==> src/rtl/haraka_s_digest_rx_if.sv <==
// Byte-in / word-out bus of the Haraka-S digest receiver.
// slave: the receiver. master: the side driving bytes and consuming words.
interface haraka_s_digest_rx_if #(
  parameter int unsigned LEN_W = 64
);
  logic             start;
  logic [LEN_W-1:0] digest_length;
  logic [7:0]       serial_in;
  logic             byte_valid;
  logic [31:0]      word_out;
  logic [3:0]       word_keep;
  logic             word_last;
  logic             word_valid;
  logic             word_ready;
  logic             busy;
  logic             done;
  logic             overflow;

  modport slave (
    input  start, digest_length, serial_in, byte_valid, word_ready,
    output word_out, word_keep, word_last, word_valid, busy, done, overflow
  );

  modport master (
    output start, digest_length, serial_in, byte_valid, word_ready,
    input  word_out, word_keep, word_last, word_valid, busy, done, overflow
  );
endinterface

==> src/rtl/haraka_s_digest_rx.sv <==
// Haraka-S digest receiver: packs the squeeze byte stream into big-endian
// 32-bit words, masks the trailing partial byte, and queues words in a
// first-word fall-through FIFO with a valid/ready output.
module haraka_s_digest_rx #(
  parameter int unsigned FIFO_DEPTH = 4,
  parameter int unsigned LEN_W      = 64
) (
  input logic                 clk,
  input logic                 reset,
  haraka_s_digest_rx_if.slave bus
);
  localparam int unsigned PW = $clog2(FIFO_DEPTH);
  localparam int unsigned CW = LEN_W - 2;
  localparam logic [PW:0] DEPTH_C = FIFO_DEPTH[PW:0];
  localparam logic [PW:0] ONE_C   = {{PW{1'b0}}, 1'b1};

  typedef enum logic [1:0] {S_IDLE, S_COLLECT, S_DRAIN, S_DONE} state_t;

  state_t          r_state;
  state_t          w_state_nxt;
  logic [CW-1:0]   r_nbytes;
  logic [CW-1:0]   r_byte_cnt;
  logic [2:0]      r_rem;
  logic [31:0]     r_asm;
  logic [31:0]     r_mem_data [FIFO_DEPTH];
  logic [3:0]      r_mem_keep [FIFO_DEPTH];
  logic [FIFO_DEPTH-1:0] r_mem_last;
  logic [PW-1:0]   r_wptr;
  logic [PW-1:0]   r_rptr;
  logic [PW:0]     r_count;
  logic            r_overflow;

  logic [CW-1:0]   w_nbytes;
  logic            w_len_zero;
  logic            w_accept;
  logic [1:0]      w_slot;
  logic            w_is_last;
  logic [7:0]      w_tail_mask;
  logic [7:0]      w_byte;
  logic [4:0]      w_shift;
  logic [31:0]     w_word;
  logic [3:0]      w_keep;
  logic            w_push;
  logic            w_empty;
  logic            w_full;
  logic            w_pop;
  logic            w_push_ok;
  logic            w_drop;

  assign w_len_zero  = (bus.digest_length == '0);
  assign w_nbytes    = CW'(bus.digest_length[LEN_W-1:3]) + CW'(|bus.digest_length[2:0]);
  assign w_accept    = (r_state == S_COLLECT) && bus.byte_valid && !bus.start;
  assign w_slot      = r_byte_cnt[1:0];
  assign w_is_last   = (r_byte_cnt == r_nbytes - CW'(1));
  assign w_tail_mask = (r_rem == 3'd0) ? 8'hFF : ~(8'hFF >> r_rem);
  assign w_byte      = w_is_last ? (bus.serial_in & w_tail_mask) : bus.serial_in;
  assign w_shift     = {2'd3 - w_slot, 3'b000};
  assign w_word      = r_asm | ({24'h0, w_byte} << w_shift);
  assign w_keep      = ~(4'b0111 >> w_slot);
  assign w_push      = w_accept && ((w_slot == 2'd3) || w_is_last);

  assign w_empty   = (r_count == '0);
  assign w_full    = (r_count == DEPTH_C);
  assign w_pop     = !w_empty && bus.word_ready;
  // A full FIFO still takes a word when the head leaves in the same cycle.
  assign w_push_ok = w_push && (!w_full || w_pop);
  assign w_drop    = w_push && w_full && !w_pop;

  assign bus.word_valid = !w_empty;
  assign bus.word_out   = w_empty ? '0 : r_mem_data[r_rptr];
  assign bus.word_keep  = w_empty ? '0 : r_mem_keep[r_rptr];
  assign bus.word_last  = w_empty ? 1'b0 : r_mem_last[r_rptr];
  assign bus.busy       = (r_state == S_COLLECT) || (r_state == S_DRAIN);
  assign bus.done       = (r_state == S_DONE);
  assign bus.overflow   = r_overflow;

  // State register.
  always_ff @(posedge clk or posedge reset) begin
    if (reset) r_state <= S_IDLE;
    else       r_state <= w_state_nxt;
  end

  // Next state; start overrides everything and restarts the digest.
  always_comb begin
    w_state_nxt = r_state;
    if (bus.start) begin
      w_state_nxt = w_len_zero ? S_DONE : S_COLLECT;
    end else begin
      case (r_state)
        S_IDLE:    w_state_nxt = S_IDLE;
        S_COLLECT: if (w_accept && w_is_last) w_state_nxt = S_DRAIN;
        // Leave as soon as the last queued word is being popped.
        S_DRAIN:   if (w_empty || ((r_count == ONE_C) && w_pop)) w_state_nxt = S_DONE;
        S_DONE:    w_state_nxt = S_IDLE;
        default:   w_state_nxt = S_IDLE;
      endcase
    end
  end

  // Length latch, byte counter and word assembler.
  always_ff @(posedge clk or posedge reset) begin
    if (reset) begin
      r_nbytes   <= '0;
      r_rem      <= '0;
      r_byte_cnt <= '0;
      r_asm      <= '0;
    end else if (bus.start) begin
      r_nbytes   <= w_nbytes;
      r_rem      <= bus.digest_length[2:0];
      r_byte_cnt <= '0;
      r_asm      <= '0;
    end else if (w_accept) begin
      r_byte_cnt <= r_byte_cnt + CW'(1);
      r_asm      <= w_push ? '0 : w_word;
    end
  end

  // FIFO pointers, occupancy and sticky overflow.
  always_ff @(posedge clk or posedge reset) begin
    if (reset) begin
      r_wptr     <= '0;
      r_rptr     <= '0;
      r_count    <= '0;
      r_overflow <= 1'b0;
    end else if (bus.start) begin
      r_wptr     <= '0;
      r_rptr     <= '0;
      r_count    <= '0;
      r_overflow <= 1'b0;
    end else begin
      if (w_push_ok) r_wptr <= r_wptr + 1'b1;
      if (w_pop)     r_rptr <= r_rptr + 1'b1;
      if (w_push_ok && !w_pop)      r_count <= r_count + 1'b1;
      else if (!w_push_ok && w_pop) r_count <= r_count - 1'b1;
      if (w_drop) r_overflow <= 1'b1;
    end
  end

  // FIFO storage; contents are only visible while the FIFO is non-empty.
  always_ff @(posedge clk) begin
    if (w_push_ok) begin
      r_mem_data[r_wptr] <= w_word;
      r_mem_keep[r_wptr] <= w_keep;
      r_mem_last[r_wptr] <= w_is_last;
    end
  end
endmodule

==> src/flat_wrapper.sv <==
// flat-port wrapper written by rule: the top's interface ports become plain ports
module haraka_s_digest_rx_flat 
#(
  parameter int unsigned FIFO_DEPTH = 4,
  parameter int unsigned LEN_W      = 64
)
  (clk, reset, bus_start, bus_digest_length, bus_serial_in, bus_byte_valid, bus_word_ready, bus_word_out, bus_word_keep, bus_word_last, bus_word_valid, bus_busy, bus_done, bus_overflow);
  haraka_s_digest_rx_if #(.LEN_W(LEN_W)) bus_i ();
  input logic clk;
  input logic reset;
  input wire logic [$bits(bus_i.start)-1:0] bus_start;
  input wire logic [$bits(bus_i.digest_length)-1:0] bus_digest_length;
  input wire logic [$bits(bus_i.serial_in)-1:0] bus_serial_in;
  input wire logic [$bits(bus_i.byte_valid)-1:0] bus_byte_valid;
  input wire logic [$bits(bus_i.word_ready)-1:0] bus_word_ready;
  output wire logic [$bits(bus_i.word_out)-1:0] bus_word_out;
  output wire logic [$bits(bus_i.word_keep)-1:0] bus_word_keep;
  output wire logic [$bits(bus_i.word_last)-1:0] bus_word_last;
  output wire logic [$bits(bus_i.word_valid)-1:0] bus_word_valid;
  output wire logic [$bits(bus_i.busy)-1:0] bus_busy;
  output wire logic [$bits(bus_i.done)-1:0] bus_done;
  output wire logic [$bits(bus_i.overflow)-1:0] bus_overflow;
  assign bus_i.start = bus_start;
  assign bus_i.digest_length = bus_digest_length;
  assign bus_i.serial_in = bus_serial_in;
  assign bus_i.byte_valid = bus_byte_valid;
  assign bus_i.word_ready = bus_word_ready;
  assign bus_word_out = bus_i.word_out;
  assign bus_word_keep = bus_i.word_keep;
  assign bus_word_last = bus_i.word_last;
  assign bus_word_valid = bus_i.word_valid;
  assign bus_busy = bus_i.busy;
  assign bus_done = bus_i.done;
  assign bus_overflow = bus_i.overflow;
  haraka_s_digest_rx #(.FIFO_DEPTH(FIFO_DEPTH), .LEN_W(LEN_W)) u_core (.clk(clk), .reset(reset), .bus(bus_i));
endmodule
==> config.mk <==
export PLATFORM = sky130hd
export DESIGN_NAME = haraka_s_digest_rx_flat
export DESIGN_NICKNAME = d
export VERILOG_FILES = /design/src/rtl/haraka_s_digest_rx_if.sv /design/src/rtl/haraka_s_digest_rx.sv /design/src/flat_wrapper.sv
export SDC_FILE = /design/constraint.sdc
export NUM_CORES = 1
export LEC_CHECK = 0
export CELL_PAD_IN_SITES_DETAIL_PLACEMENT = 2
export CELL_PAD_IN_SITES_GLOBAL_PLACEMENT = 2
export CORE_MARGIN = 2
export CORE_UTILIZATION = 23
export CTS_BUF_LIST = sky130_fd_sc_hd__clkbuf_8 sky130_fd_sc_hd__clkbuf_16
export DETAILED_ROUTE_END_ITERATION = 8
export PLACE_DENSITY_LB_ADDON = 0.3
export SYNTH_ARGS = -nofsm -noshare
export SYNTH_HDL_FRONTEND = slang
export SYNTH_SLANG_ARGS = --single-unit
export TNS_END_PERCENT = 20
==> constraint.sdc <==
create_clock -name clk -period 7.26 [get_ports clk]
set_input_delay 1.452 -clock clk [delete_from_list [all_inputs] [get_ports clk]]
set_output_delay 1.452 -clock clk [all_outputs]
set_load 0.01 [all_outputs]
### Word-level counts from Yosys, hierarchy flattened

Memories as Yosys holds them, arrays and structs flattened.
Cells that the tools add are included.

| operators by class | value |
|---|---|
| bitwise logic cells | 4 |
| multiplexer cells | 31 |
| shifts and indexed selects | 3 |
| reduce and logical (&&, ||, !) cells | 33 |
| div/mod/pow operators | 0 |
| equality and inequality tests | 9 |
| add/subtract/negate cells | 8 |
| $mul | 0 |
| $lt $le $gt $ge | 3 |

Operators by type and width:

| operator | number |
|---|---|
| 32-bit 2-to-1 mux | 4 |
| 62-bit 2-to-1 mux | 2 |
| 64-bit zero test | 1 |
| 61-bit by 1-bit adder with 62-bit output | 1 |
| 62-bit by 1-bit adder with 62-bit output, second input constant | 1 |
| 62-bit equality test | 1 |
| 62-bit by 1-bit subtractor with 62-bit output, second input constant | 1 |
| 32-bit bitwise OR | 1 |
| 8-bit by 5-bit left shift with 32-bit output | 1 |
| 2-bit 2-to-1 mux | 8 |
| 8-bit 2-to-1 mux | 2 |
| 1-bit logical AND | 12 |
| 3-bit 2-to-1 mux | 3 |
| 8-bit bitwise AND | 1 |
| 8-bit inverter | 1 |
| 2-bit nonzero test | 4 |
| 8-bit by 3-bit >> shifter with 8-bit output, first input constant | 1 |
| 1-bit 2-to-1 mux | 7 |
| 2-bit equality test, second input constant | 3 |
| 3-bit zero test | 2 |
| 2-bit by 3-bit < comparator with 1-bit output, second input constant | 2 |
| 3-bit != test, second input constant | 2 |
| 2-bit one-hot mux with 3 select lines | 1 |
| 1-bit zero test | 5 |
| other kinds (20) | 24 |

| word-level totals | value |
|---|---|
| logic and storage cells | 103 |
| memory bits (writable) | 144 |
| bits in read-only memories | 0 |
| flip-flop bits (word level) | 173 |
| memories | 2 |
| bits in latches | 0 |
| output and inout bits | 41 |

Memory list:

| name | depth | bits a word | read ports | clocked after Yosys merged registers in | write ports | line | RTL |
|---|---|---|---|---|---|---|---|
| u_core.r_mem_data | 4 | 32 | 1 | 0 | 1 | haraka_s_digest_rx.sv:25 | `logic [31:0] r_mem_data [FIFO_DEPTH];` |
| u_core.r_mem_keep | 4 | 4 | 1 | 0 | 1 | haraka_s_digest_rx.sv:26 | `logic [3:0] r_mem_keep [FIFO_DEPTH];` |

### Longest topological paths before layout

| logic depth | value |
|---|---|
| depth after elaboration | 10 |
| gate-level depth with buffers | 15 |
| gate-level depth less buffers | 13 |

### Worst setup path before layout

OpenSTA, ideal clock, no wires.

| path | value |
|---|---|
| path type | reg2reg |
| start point | register u_core.r_nbytes[31] |
| end point | memory u_core.r_mem_data[0][0], enable pin |
| slack | 2.660 ns |
| setup time | 0.397 ns |
| data required time | 6.863 ns |
| stages on the path, launching flop included | 12 |
| clock period less this slack | 4.600 ns |
| buffers on the path | 2 |
| data arrival time | 4.203 ns |
| cell sequence | dfrtp_1 -> or4_4 -> or4_1 -> buf_2 -> nor4_1 -> nand2_1 -> mux2i_1 -> or4_4 -> nor4b_4 -> a31o_2 -> buf_4 -> and3_1 |

| on the way | value |
|---|---|
| longest elaborated chain between the ends | 7 |

RTL lines:

| element | line | RTL |
|---|---|---|
| from (decl) | haraka_s_digest_rx.sv:21 | `logic [CW-1:0] r_nbytes;` |
| from (signal assigned) | haraka_s_digest_rx.sv:108 | `r_nbytes <= w_nbytes;` |
| 62-bit by 1-bit subtractor with 62-bit output | haraka_s_digest_rx.sv:54 | `assign w_is_last = (r_byte_cnt == r_nbytes - CW'(1));` |
| 62-bit equality test | haraka_s_digest_rx.sv:54 |  |
| 1-bit logical OR | haraka_s_digest_rx.sv:60 | `assign w_push = w_accept && ((w_slot == 2'd3) \|\| w_is_last);` |
| 1-bit logical AND | haraka_s_digest_rx.sv:60 |  |
| 1-bit logical AND | haraka_s_digest_rx.sv:66 | `assign w_push_ok = w_push && (!w_full \|\| w_pop);` |
| 1-bit 2-to-1 mux | haraka_s_digest_rx.sv:141 | `if (w_push_ok) begin` |
| 1-bit 2-to-1 mux (not written as such) | haraka_s_digest_rx.sv:142 | `r_mem_data[r_wptr] <= w_word;` |
| to (decl) | haraka_s_digest_rx.sv:25 |  |

No other way between the ends.

### Worst setup path after layout

| path | value |
|---|---|
| start point | register u_core.r_nbytes[0] |
| end point | memory u_core.r_mem_keep[1][2], enable pin |

| on the way | value |
|---|---|
| longest elaborated chain between the ends | 7 |

RTL lines:

| element | line | RTL |
|---|---|---|
| 62-bit by 1-bit subtractor with 62-bit output | haraka_s_digest_rx.sv:54 |  |
| 62-bit equality test | haraka_s_digest_rx.sv:54 |  |
| 1-bit logical OR | haraka_s_digest_rx.sv:60 |  |
| 1-bit logical AND | haraka_s_digest_rx.sv:60 |  |
| 1-bit logical AND | haraka_s_digest_rx.sv:66 |  |
| 1-bit 2-to-1 mux | haraka_s_digest_rx.sv:141 |  |
| 1-bit 2-to-1 mux (not written as such) | haraka_s_digest_rx.sv:143 | `r_mem_keep[r_wptr] <= w_keep;` |
| to (decl) | haraka_s_digest_rx.sv:26 |  |

No other way between the ends.

==> out/metrics.csv <==
stage,metric,value,unit
drt,Avg WL per Cell,21.40,um
timing,Fin Clk Skew,0.03218,ns
clock_tree,Clock Sinks,313,
die,Die H,274.2,um
synth,"FF+latch count, synth",313,
final_layout,register area,8554,sq um
timing,endpoints failing setup,0,
power_and_ir_drop,P per Cell Area,268.0,nW/um^2
clock_tree,buffer depth of the longest clock path,3,
final_layout,FILL cells,7978,
drt,vias post-DR,12810,
final_layout,multi-input logic area,7812,sq um
global_routing,Overall Global Routing Usage,15.29,%
clock_tree,# resized after CTS,0,
synth,sequential area share after synthesis,50.92,%
drt,drt pass-1 iters,4,
synth,"FFs w/ async S/R, synth",53.99,%
die,row count,99,
worst_setup_path,Critical Path Source,u_core.r_nbytes[0]$_DFFE_PP0P_,
worst_setup_path,crit start category,flop,
global_routing,total grt overflow,0,
die,CORE AREA,72590,sq um
drt,Final ANT Viol Nets,0,
clock_tree,root buf cell,clkbuf_16,
worst_setup_path,crit-path max FO,23,
final_layout,"most common cell after layout, fill and taps aside",nor2_1,
power_and_ir_drop,combinational share of power,25.4,%
synth,distinct cell type count after synthesis,84,
die,num ports,118,
clock_tree,CTS tree,done,
timing,Setup Total Neg Slack,0,ns
clock_tree,Post-CTS Hold Buffers,0,
synth,Mapped Cells,1562,
placement,post-DP HPWL,42660,um
clock_tree,H-tree Lvls,2,
timing,Final Hold Vio Count,0,
drt,final WL,56920,um
die,die area,75210,sq um
power_and_ir_drop,Leakage,0.007251,uW
synth,ys flop type,dfrtp_1,
final_layout,share of cells above drive strength 1,8.711,%
drt,vias per std cell,4.814,
final_layout,area growth from synthesis to layout,21.51,%
timing,Slew headroom,30.97,%
synth,syn avg cell area,10.75,sq um
placement,RePlAce Congestion,0.8338,
placement,PortBufs,117,
final_layout,Final Net Count,1765,
clock_tree,setup bufs post-CTS,0,
clock_tree,total CTS buffers,39,
drt,DRC errors left,0,
worst_setup_path,FF-to-FF Start,u_core.r_nbytes[0]$_DFFE_PP0P_,
die,Initial Util,23.14,%
timing,post-layout min period,5.362,ns
worst_setup_path,WP data required,7.53,ns
power_and_ir_drop,Internal,3807,uW
global_routing,first-pass GRT wire length,88290,um
worst_setup_path,Crit. End Element,flop,
final_layout,"commonest cells after routing, fill and taps aside","169 x nor2_1, 168 x dfrtp_1, 144 x edfxtp_1",
timing,hold slack,0.4837,ns
clock_tree,"Clk Latency, worst-skew pair",0.58,ns
hold_path,Hold WC Path Type,reg -> reg,
synth,yosys warns,0,
global_routing,largest net degree at the start of global routing,107,
hold_path,hold path start,u_core.r_asm[21]$_DFFE_PP0P_,
timing,Slew @ Worst Pin,1.036,ns
run,max-cap viol count,0,
global_routing,initial antenna violation count,1,
worst_setup_path,crit path kind,reg -> reg,
power_and_ir_drop,sequential share of power,38.0,%
global_routing,number of global-route vias before repair,13910,
drt,First DRT Iteration DRCs,602,
power_and_ir_drop,sw power,1664,uW
power_and_ir_drop,Sw Share,30.41,%
timing,RSZ-0062 raised after global routing,false,
worst_setup_path,"Data arrival, critical path",5.64,ns
die,chip width,274.2,um
timing,Final Max Slew Viols,0,
clock_tree,clk slew on worst S/H paths,0.06,ns
run_status,outcome,completed,
timing,Fmax,0.1865,GHz
synth,synthesized area,16800,sq um
synth,syn nets,1657,
power_and_ir_drop,Max VDD drop,158.3,uV
timing,final worst-path cycle share,73.86,%
power_and_ir_drop,Clock Power Share,36.6,%
synth,number of synthesized flops with an enable pin,144,
## sequential cells by signal, summed over array words and instances (netlist names), 3 cells and up
name               count
u_core.r_mem_data    128
u_core.r_mem_last      4
u_core.r_rem           3
u_core.r_nbytes       62
u_core.r_count         3
u_core.r_byte_cnt     62
u_core.r_mem_keep     12
u_core.r_asm          32
## logic make-up after synthesis
family	after synthesis	synth area share (%)
flops	313	50.92
fa+ha+maj	18	1.341
mux	44	5.333
simple gates	646	20.33
xor+xnor	189	9.855
compound gates	241	9.617
buf+inv	111	2.607
## final timing paths
path | cells after the start | to | slack, ns
setup / recovery | 12 | u_core.r_mem_keep[1][2]$_DFFE_PP_ | 1.90
hold / removal | 1 | u_core.r_asm[21]$_DFFE_PP0P_ | 0.48
setup reg to reg | 12 | u_core.r_mem_keep[1][2]$_DFFE_PP_ | 1.90
hold reg to reg | 1 | u_core.r_asm[21]$_DFFE_PP0P_ | 0.48
max in group asynchronous | 3 | u_core.r_byte_cnt[48]$_DFFE_PP0P_ | 4.85
min in group asynchronous | 2 | u_core.r_nbytes[5]$_DFFE_PP0P_ | 1.33
## final cells by class
| cell class | instances | area share, % |
|---|---|---|
| sequential | 313 | 41.91 |
| antenna | 2 | 0.02452 |
| clock inverter | 30 | 1.588 |
| multi-input combinational | 1138 | 38.28 |
| timing repair buffer | 132 | 6.602 |
| inverter | 46 | 0.8705 |
| clock buffer | 40 | 4.849 |
| tap | 959 | 5.879 |
## synthesized netlist by cell type (5+ instances only)
library cell | n | area share (%)
nor3_1 | 32 | 0.95
xor2_1 | 115 | 6.0
edfxtp_1 | 144 | 26
nand4b_1 | 6 | 0.31
o21ai_0 | 39 | 1.2
or3_1 | 28 | 1.0
nand3_1 | 67 | 2.0
nand2_1 | 109 | 2.4
ha_1 | 18 | 1.3
xnor2_1 | 74 | 3.9
nor4_1 | 42 | 1.6
a21o_1 | 17 | 0.76
and3_1 | 38 | 1.4
a32o_1 | 6 | 0.36
a31oi_1 | 8 | 0.30
nor2_1 | 169 | 3.8
a21oi_1 | 83 | 2.5
dfrtp_1 | 169 | 25
a211o_1 | 6 | 0.31
nand4_1 | 40 | 1.5
clkbuf_1 | 54 | 1.2
inv_1 | 45 | 1.0
o21bai_1 | 8 | 0.36
buf_2 | 5 | 0.15
nand2b_1 | 5 | 0.19
o2bb2ai_1 | 14 | 0.73
and2_1 | 46 | 1.7
o22ai_1 | 8 | 0.30
o31ai_1 | 5 | 0.22
mux4_2 | 36 | 4.8
and4_1 | 13 | 0.68
or4_1 | 14 | 0.63
## through the flow
stage / power [uW] / utilization, % / setup WS (ns) / instance area [sq um] / cells
6_report: 5471 / 28.12 / 1.898 / 20410 / 2660
5_1_grt: 5757 / 28.11 / 1.552 / 20410 / 2658
4_1_cts: 5584 / 28.11 / 1.770 / 20410 / 2658
3_5_place_dp: 3547 / 26.30 / 1.761 / 19090 / 2588
3_3_place_gp: 3508 / 26.30 / 1.885 / 19090 / 2588
2_1_floorplan: 2844 / - / 1.233 / 16800 / 1562
## power by group through the flow
stage / logic (uW) / registers (uW) / clock network, uW
after floorplan: 791 / 2050 / 0
after global placement: 1400 / 2110 / 0
after detailed placement: 1430 / 2120 / 0
after CTS: 1430 / 2080 / 2070
after global routing: 1530 / 2090 / 2130
final: 1390 / 2080 / 2000
## layer usage
metal | wire length (um) | up-vias | share of wire, % | global-route usage (%)
met1 | 25330 | 6606 | 44 | 19.70
met4 | 1393 | 0 | 2.4 | 4.119
met3 | 1793 | 69 | 3.2 | 2.146
met5 | 0 | - | 0 | 0
met2 | 28400 | 183 | 50 | 26.71
li1 | - | 5948 | - | -
## worst max-delay path, stage by stage (launching register included)
cell       delay, ns
dfrtp_1         0.44
inv_1           0.10
ha_1            0.20
nor3b_1         0.54
nand4_1         0.41
nor3_2          0.49
or3b_2          0.50
mux2i_1         0.20
o2111ai_1       0.20
nor4b_4         0.51
a31o_2          0.35
and3_1          0.82
buf_12          0.28
No activity file was read; power rests on OpenSTA's default activity.
==> edit 1 (config.mk and constraints unchanged) <==
`LEN_W` is set to 64 in 3 places; all go to 128.
--- a/src/rtl/haraka_s_digest_rx_if.sv
+++ b/src/rtl/haraka_s_digest_rx_if.sv
@@ -2,5 +2,5 @@
 // slave: the receiver. master: the side driving bytes and consuming words.
 interface haraka_s_digest_rx_if #(
-  parameter int unsigned LEN_W = 64
+  parameter int unsigned LEN_W = 128
 );
   logic             start;
--- a/src/rtl/haraka_s_digest_rx.sv
+++ b/src/rtl/haraka_s_digest_rx.sv
@@ -4,5 +4,5 @@
 module haraka_s_digest_rx #(
   parameter int unsigned FIFO_DEPTH = 4,
-  parameter int unsigned LEN_W      = 64
+  parameter int unsigned LEN_W      = 128
 ) (
   input logic                 clk,
--- a/src/flat_wrapper.sv
+++ b/src/flat_wrapper.sv
@@ -3,5 +3,5 @@
 #(
   parameter int unsigned FIFO_DEPTH = 4,
-  parameter int unsigned LEN_W      = 64
+  parameter int unsigned LEN_W      = 128
 )
   (clk, reset, bus_start, bus_digest_length, bus_serial_in, bus_byte_valid, bus_word_ready, bus_word_out, bus_word_keep, bus_word_last, bus_word_valid, bus_busy, bus_done, bus_overflow);
Interface: changed (resized bus_digest_length); port bits go from 118 to 182. No check against the original RTL was run, so the function may have changed too.
==> edit 1 against the unedited design <==
- setup slack lost 1.1 ns
- cell area is 61% higher
- final cell count rose by 74%
- sequential power grew 41%
- total power up 35%
- non-clock buffer count rose by 107
- area after synthesis up 61%
- global-route usage rose by 4.6 points
- routed wire length rose by 110%
- sequential cell count is 128 higher
- largest power group unchanged
- clock power up 46%
==> edit 1: results (changes against the unedited design) <==
* Clk_lat worst skew at 0.66 ns (+0.08 ns)
* Vias in the first global route at 25,690 (+85%)
* Clock buffer count from CTS at 54 (+38%)
* Outcome: complete, no violations
* GR Util met3 at 2.400% (+0.25 points)
* R2r endpoint: u_core.r_mem_data[1][14]$_DFFE_PP_
* Pre-CTS WS at 0.7375 ns (-1.024 ns)
* Hold Path Sink: u_core.r_asm[22]$_DFFE_PP0P_
* Total wire length at 121.2 mm (+110%)
* Max Clock Skew at 0.02893 ns (-0.003249 ns)
* Initial antenna violation count at 3 (+2)
* Fill count at 13,030 (+63%)
* Mapped Nets at 3,062 (+85%)
* Placer Congestion at 0.9423 (+13%)
* Grt met1 use at 26.13% (+6.4 points)
* Min-delay src: u_core.r_asm[22]$_DFFE_PP0P_
* Cell leakage power at 11.28 nW (+56%)
* Drt pass-1 iters at 5 (+1)
* Largest net degree at the start of global routing at 132 (+23%)
* Worst-Margin Slew at 1.172 ns (+0.1369 ns)
* Hold Slack at 0.4935 ns (+0.009874 ns)
* Vias/cell at 5.229 (+8.6%)
* Top flop regs: u_core.r_mem_data (128), u_core.r_byte_cnt (126), u_core.r_nbytes (126)
* Number of antenna diodes at 0 (-2)
* Seq/Total Area, Yosys at 43.42% (-7.5 points)
* Crit-path max FO at 8 (-65%)
* R2R depth at 16 (+4)
* Hold path depth at 2 (+1)
* Drt initial violations at 1,512 (+150%)
* Crit-path max cell delay at 0.77 ns (-0.05 ns)
* Dpl hpwl at 94.62 mm (+120%)
* First-pass GRT wire length at 179.7 mm (+100%)
* Switch share at 30.39% (about the same)
* GRT Total Usage at 19.86% (+4.6 points)
* Layout cell share with drive strength beyond 1 at 7.354% (-1.4 points)
* Async S/R FF share, synth at 67.35% (+13 points)
* Library cells used by synthesis at 89 (+6.0%)
edit 1: power groups by stage:
stage	clock [W]	sequential, W	combinational, W
after floorplan	0	0.00282	0.000893
after global placement	0	0.00297	0.00150
after detailed placement	0	0.00298	0.00153
after CTS	0.00303	0.00293	0.00154
after global routing	0.00312	0.00295	0.00164
final	0.00293	0.00293	0.00150
edit 1: layout make-up:
class,count,share of cell area [%]
multi-input cells,2291,44.90
flip-flops and latches,441,35.83
repair buffers,239,7.092
well taps,1524,5.811
clock buffers,64,4.572
clock inverters,35,1.285
inverters,44,0.5147
edit 1: per-stage QoR:
stage / cell area, um^2 / instances
CTS: 32820 / 4638
finish: 32820 / 4638
global placement: 30890 / 4539
detailed placement: 30890 / 4539
global route: 32820 / 4638
floorplan: 27080 / 2903
edit 1: how the worst max path moves through the flow:
stage | from | end | slack (ns) | cells after the start
after floorplan | u_core.r_nbytes[4]$_DFFE_PP0P_ | u_core.r_mem_data[0][0]$_DFFE_PP_ | 1.38 | 14
after global placement | bus_digest_length[2] | u_core.r_nbytes[119]$_DFFE_PP0P_ | 0.75 | 15
after detailed placement | bus_digest_length[2] | u_core.r_nbytes[119]$_DFFE_PP0P_ | 0.74 | 15
after CTS | u_core.r_nbytes[0]$_DFFE_PP0P_ | u_core.r_mem_data[1][14]$_DFFE_PP_ | 1.0 | 15
after global routing | u_core.r_nbytes[0]$_DFFE_PP0P_ | u_core.r_mem_data[1][14]$_DFFE_PP_ | 0.60 | 16
final | u_core.r_nbytes[0]$_DFFE_PP0P_ | u_core.r_mem_data[1][14]$_DFFE_PP_ | 0.83 | 16
edit 1: cells by family after synthesis:
logic type	synth area share [%]
compound gates	8.637
xor+xnor	13.39
fa+ha+maj	0.8318
buf+inv	2.472
flops	43.42
mux	3.410
simple gates	27.84
edit 1: routing by layer:
layer	vias to the layer above	share of wire, %
met5	-	0.0099
met4	2	4.1
met3	157	3.9
met2	532	47
met1	12580	45
li1	10980	-
edit 1: worst min-delay path, delay by kind of cell, from the launching register on:
family	cells	cell delay, ns
simple gates	1	0.08
compound gates	1	0.04
flops	1	0.34
==> edit 2 (config.mk and constraints unchanged) <==
Without the edit above. Encoding of `state_t`: now Gray code (2 bits for 4 states).
--- a/src/rtl/haraka_s_digest_rx.sv
+++ b/src/rtl/haraka_s_digest_rx.sv
@@ -15,5 +15,5 @@
   localparam logic [PW:0] ONE_C   = {{PW{1'b0}}, 1'b1};
 
-  typedef enum logic [1:0] {S_IDLE, S_COLLECT, S_DRAIN, S_DONE} state_t;
+  typedef enum logic [1:0] {S_IDLE = 2'b00, S_COLLECT = 2'b01, S_DRAIN = 2'b11, S_DONE = 2'b10} state_t;
 
   state_t          r_state;
Formal check against the unedited RTL: no difference found for any inputs over 4 cycles, from zero or initial values and one cycle with reset high; so few cycles prove little.
==> edit 2 against the unedited design <==
- sequential cell count did not move
- cell area fell by 0.66%
- critical endpoint is now u_core.r_mem_data[2][29]$_DFFE_PP_
- largest power group unchanged
- setup slack gained 0.069 ns
- clock skew shrank 0.00078 ns
- total power down 10%
- first-iteration DRC count increased by 16%
- die area fell by 0.15%
- area after synthesis decreased by 0.15%
- routed wire length shrank 4.8%
- final cell count increased by 1.2%
==> edit 2: results (changes against the unedited design) <==
* Vias in the first global route at 14,150 (+1.7%)
* Prevailing post-synth register cell: dfrtp_1
* Number of I/O port buffers at 117 (unchanged)
* CTS Buffer Depth at 3 (unchanged)
* Gr ovfl total at 0 (unchanged)
* Initial antenna violation count at 1 (unchanged)
* Largest cells by area after synthesis: edfxtp_1 26%, dfrtp_1 25%, xor2_1 5.7%, nor2_1 5.0%, xnor2_1 4.9%
* Switch share at 28.66% (-1.8 points)
* Clk_lat worst skew at 0.58 ns (about the same)
* Number of antenna diodes at 0 (-2)
* Placer Congestion at 0.8725 (+4.6%)
* Vias/cell at 4.755 (-1.2%)
* Clock Power at 0.00193 W (-3%)
* Drt pass-1 iters at 6 (+2)
* EDFF count, synth at 144 (unchanged)
* CP arrival at 5.48 ns (-0.16 ns)
* Async S/R FF share, synth at 53.99% (unchanged)
* Seq/Total Area, Yosys at 51.00% (+0.076 points)
* Dpl hpwl at 39.44 mm (-7.5%)
* Nets at 1,793 (+1.6%)
* H-tree levels at 2 (unchanged)
* Top flop regs: u_core.r_mem_data (128), u_core.r_byte_cnt (62), u_core.r_nbytes (62)
* Flop pwr share at 40.9% (+2.9 points)
* Library cells used by synthesis at 69 (-18%)
* Most frequent cells after synthesis: 224 x nor2_1, 169 x dfrtp_1, 144 x edfxtp_1
* Drt initial violations at 697 (+16%)
* Crit-path max FO at 36 (+57%)
* CTS resizes at 0 (unchanged)
* CTS root buffer: clkbuf_16
* Synth warn at 0 (unchanged)
* Max Clock Skew at 0.03140 ns (-0.0007803 ns)
* Worst-path clk slew at 0.06 ns (about the same)
* GRT Total Usage at 14.58% (-0.71 points)
* First-pass GRT wire length at 85.27 mm (-3.4%)
* Cell leakage power at 7.177 nW (-1.0%)
* Routed len/inst at 20.13 um (-5.9%)
* Layout cell share with drive strength beyond 1 at 8.487% (-0.22 points)
* Worst-Margin Slew at 1.121 ns (+0.08508 ns)
* Outcome: complete, no violations
* Setup Fix Bufs, Post-CTS at 0 (unchanged)
* Largest net degree at the start of global routing at 102 (-4.7%)
* Slew Viols, Final at 0 (unchanged)
* Mapped Nets at 1,695 (+2.3%)
* Maximum vdd drop at 0.1508 mV (-4.7%)
* Clock buffer count from CTS at 39 (unchanged)
==> edit 2: final cells by class <==
| type | instances | area (um^2) |
|---|---|---|
| Multi-Input combinational cell | 1172 | 7766 |
| Inverter | 38 | 147.6 |
| Sequential cell | 313 | 8554 |
| Timing Repair Buffer | 137 | 1323 |
| Tap cell | 959 | 1200 |
| Clock buffer | 44 | 1045 |
| Fill cell | 8008 | 52310 |
| Clock inverter | 28 | 241.5 |
==> edit 2: metal layers <==
layer / GRT usage, % / wire length (um)
met1: 19.48 / 25420
met2: 24.35 / 25460
met3: 2.435 / 2017
met4: 3.904 / 1252
met5: 0 / 12
==> edit 2: worst paths after layout <==
path / start / to / slack (ns) / depth (start not counted)
worst max register to register: u_core.r_nbytes[26]$_DFFE_PP0P_ / u_core.r_mem_data[2][29]$_DFFE_PP_ / 1.97 / 11
worst max-delay path: u_core.r_nbytes[26]$_DFFE_PP0P_ / u_core.r_mem_data[2][29]$_DFFE_PP_ / 1.97 / 11
max in group asynchronous: reset / u_core.r_nbytes[41]$_DFFE_PP0P_ / 4.70 / 3
min in group asynchronous: reset / u_core.r_asm[5]$_DFFE_PP0P_ / 1.32 / 2
worst min-delay path: u_core.r_asm[19]$_DFFE_PP0P_ / u_core.r_asm[19]$_DFFE_PP0P_ / 0.49 / 1
worst min register to register: u_core.r_asm[19]$_DFFE_PP0P_ / u_core.r_asm[19]$_DFFE_PP0P_ / 0.49 / 1
==> edit 2: cells by family (layout without fill, tap and decap cells) <==
kind of cell / count (synthesis) / count (layout) / synth area share [%]
and+or+nand+nor: 686 / 686 / 20.69
DFF: 313 / 313 / 51.00
AOI/OAI and AO/OA: 224 / 224 / 8.534
xor gates and xnor gates: 204 / 204 / 10.65
buffers and inverters: 118 / 247 / 2.738
muxes: 43 / 43 / 5.274
adders and majority gates: 15 / 15 / 1.119
==> edit 2: per-stage QoR <==
stage / setup slack, ns / power (W) / area, um^2 / std cells / hold slack (ns)
finish: 1.967 / 0.004920 / 20280 / 2691 / 0.4886
global route: 1.607 / 0.005178 / 20280 / 2691 / 0.5095
CTS: 1.884 / 0.005029 / 20280 / 2691 / 0.4917
detailed placement: 1.621 / 0.003057 / 18990 / 2619 / 0.4777
global placement: 1.747 / 0.003032 / 18990 / 2619 / 0.4690
floorplan: 1.233 / 0.002556 / 16770 / 1603 / 0.4581
==> edit 2: critical path: stages, from the launching register on <==
cell	delay (ns)
dfrtp_1	0.43
or4_1	0.66
or4_1	0.69
nor3_1	0.64
nand2_1	0.11
o41a_1	0.48
nor4bb_1	0.40
and4_2	0.55
o21ai_2	0.11
nor2_1	0.17
and2_1	0.16
buf_4	0.51
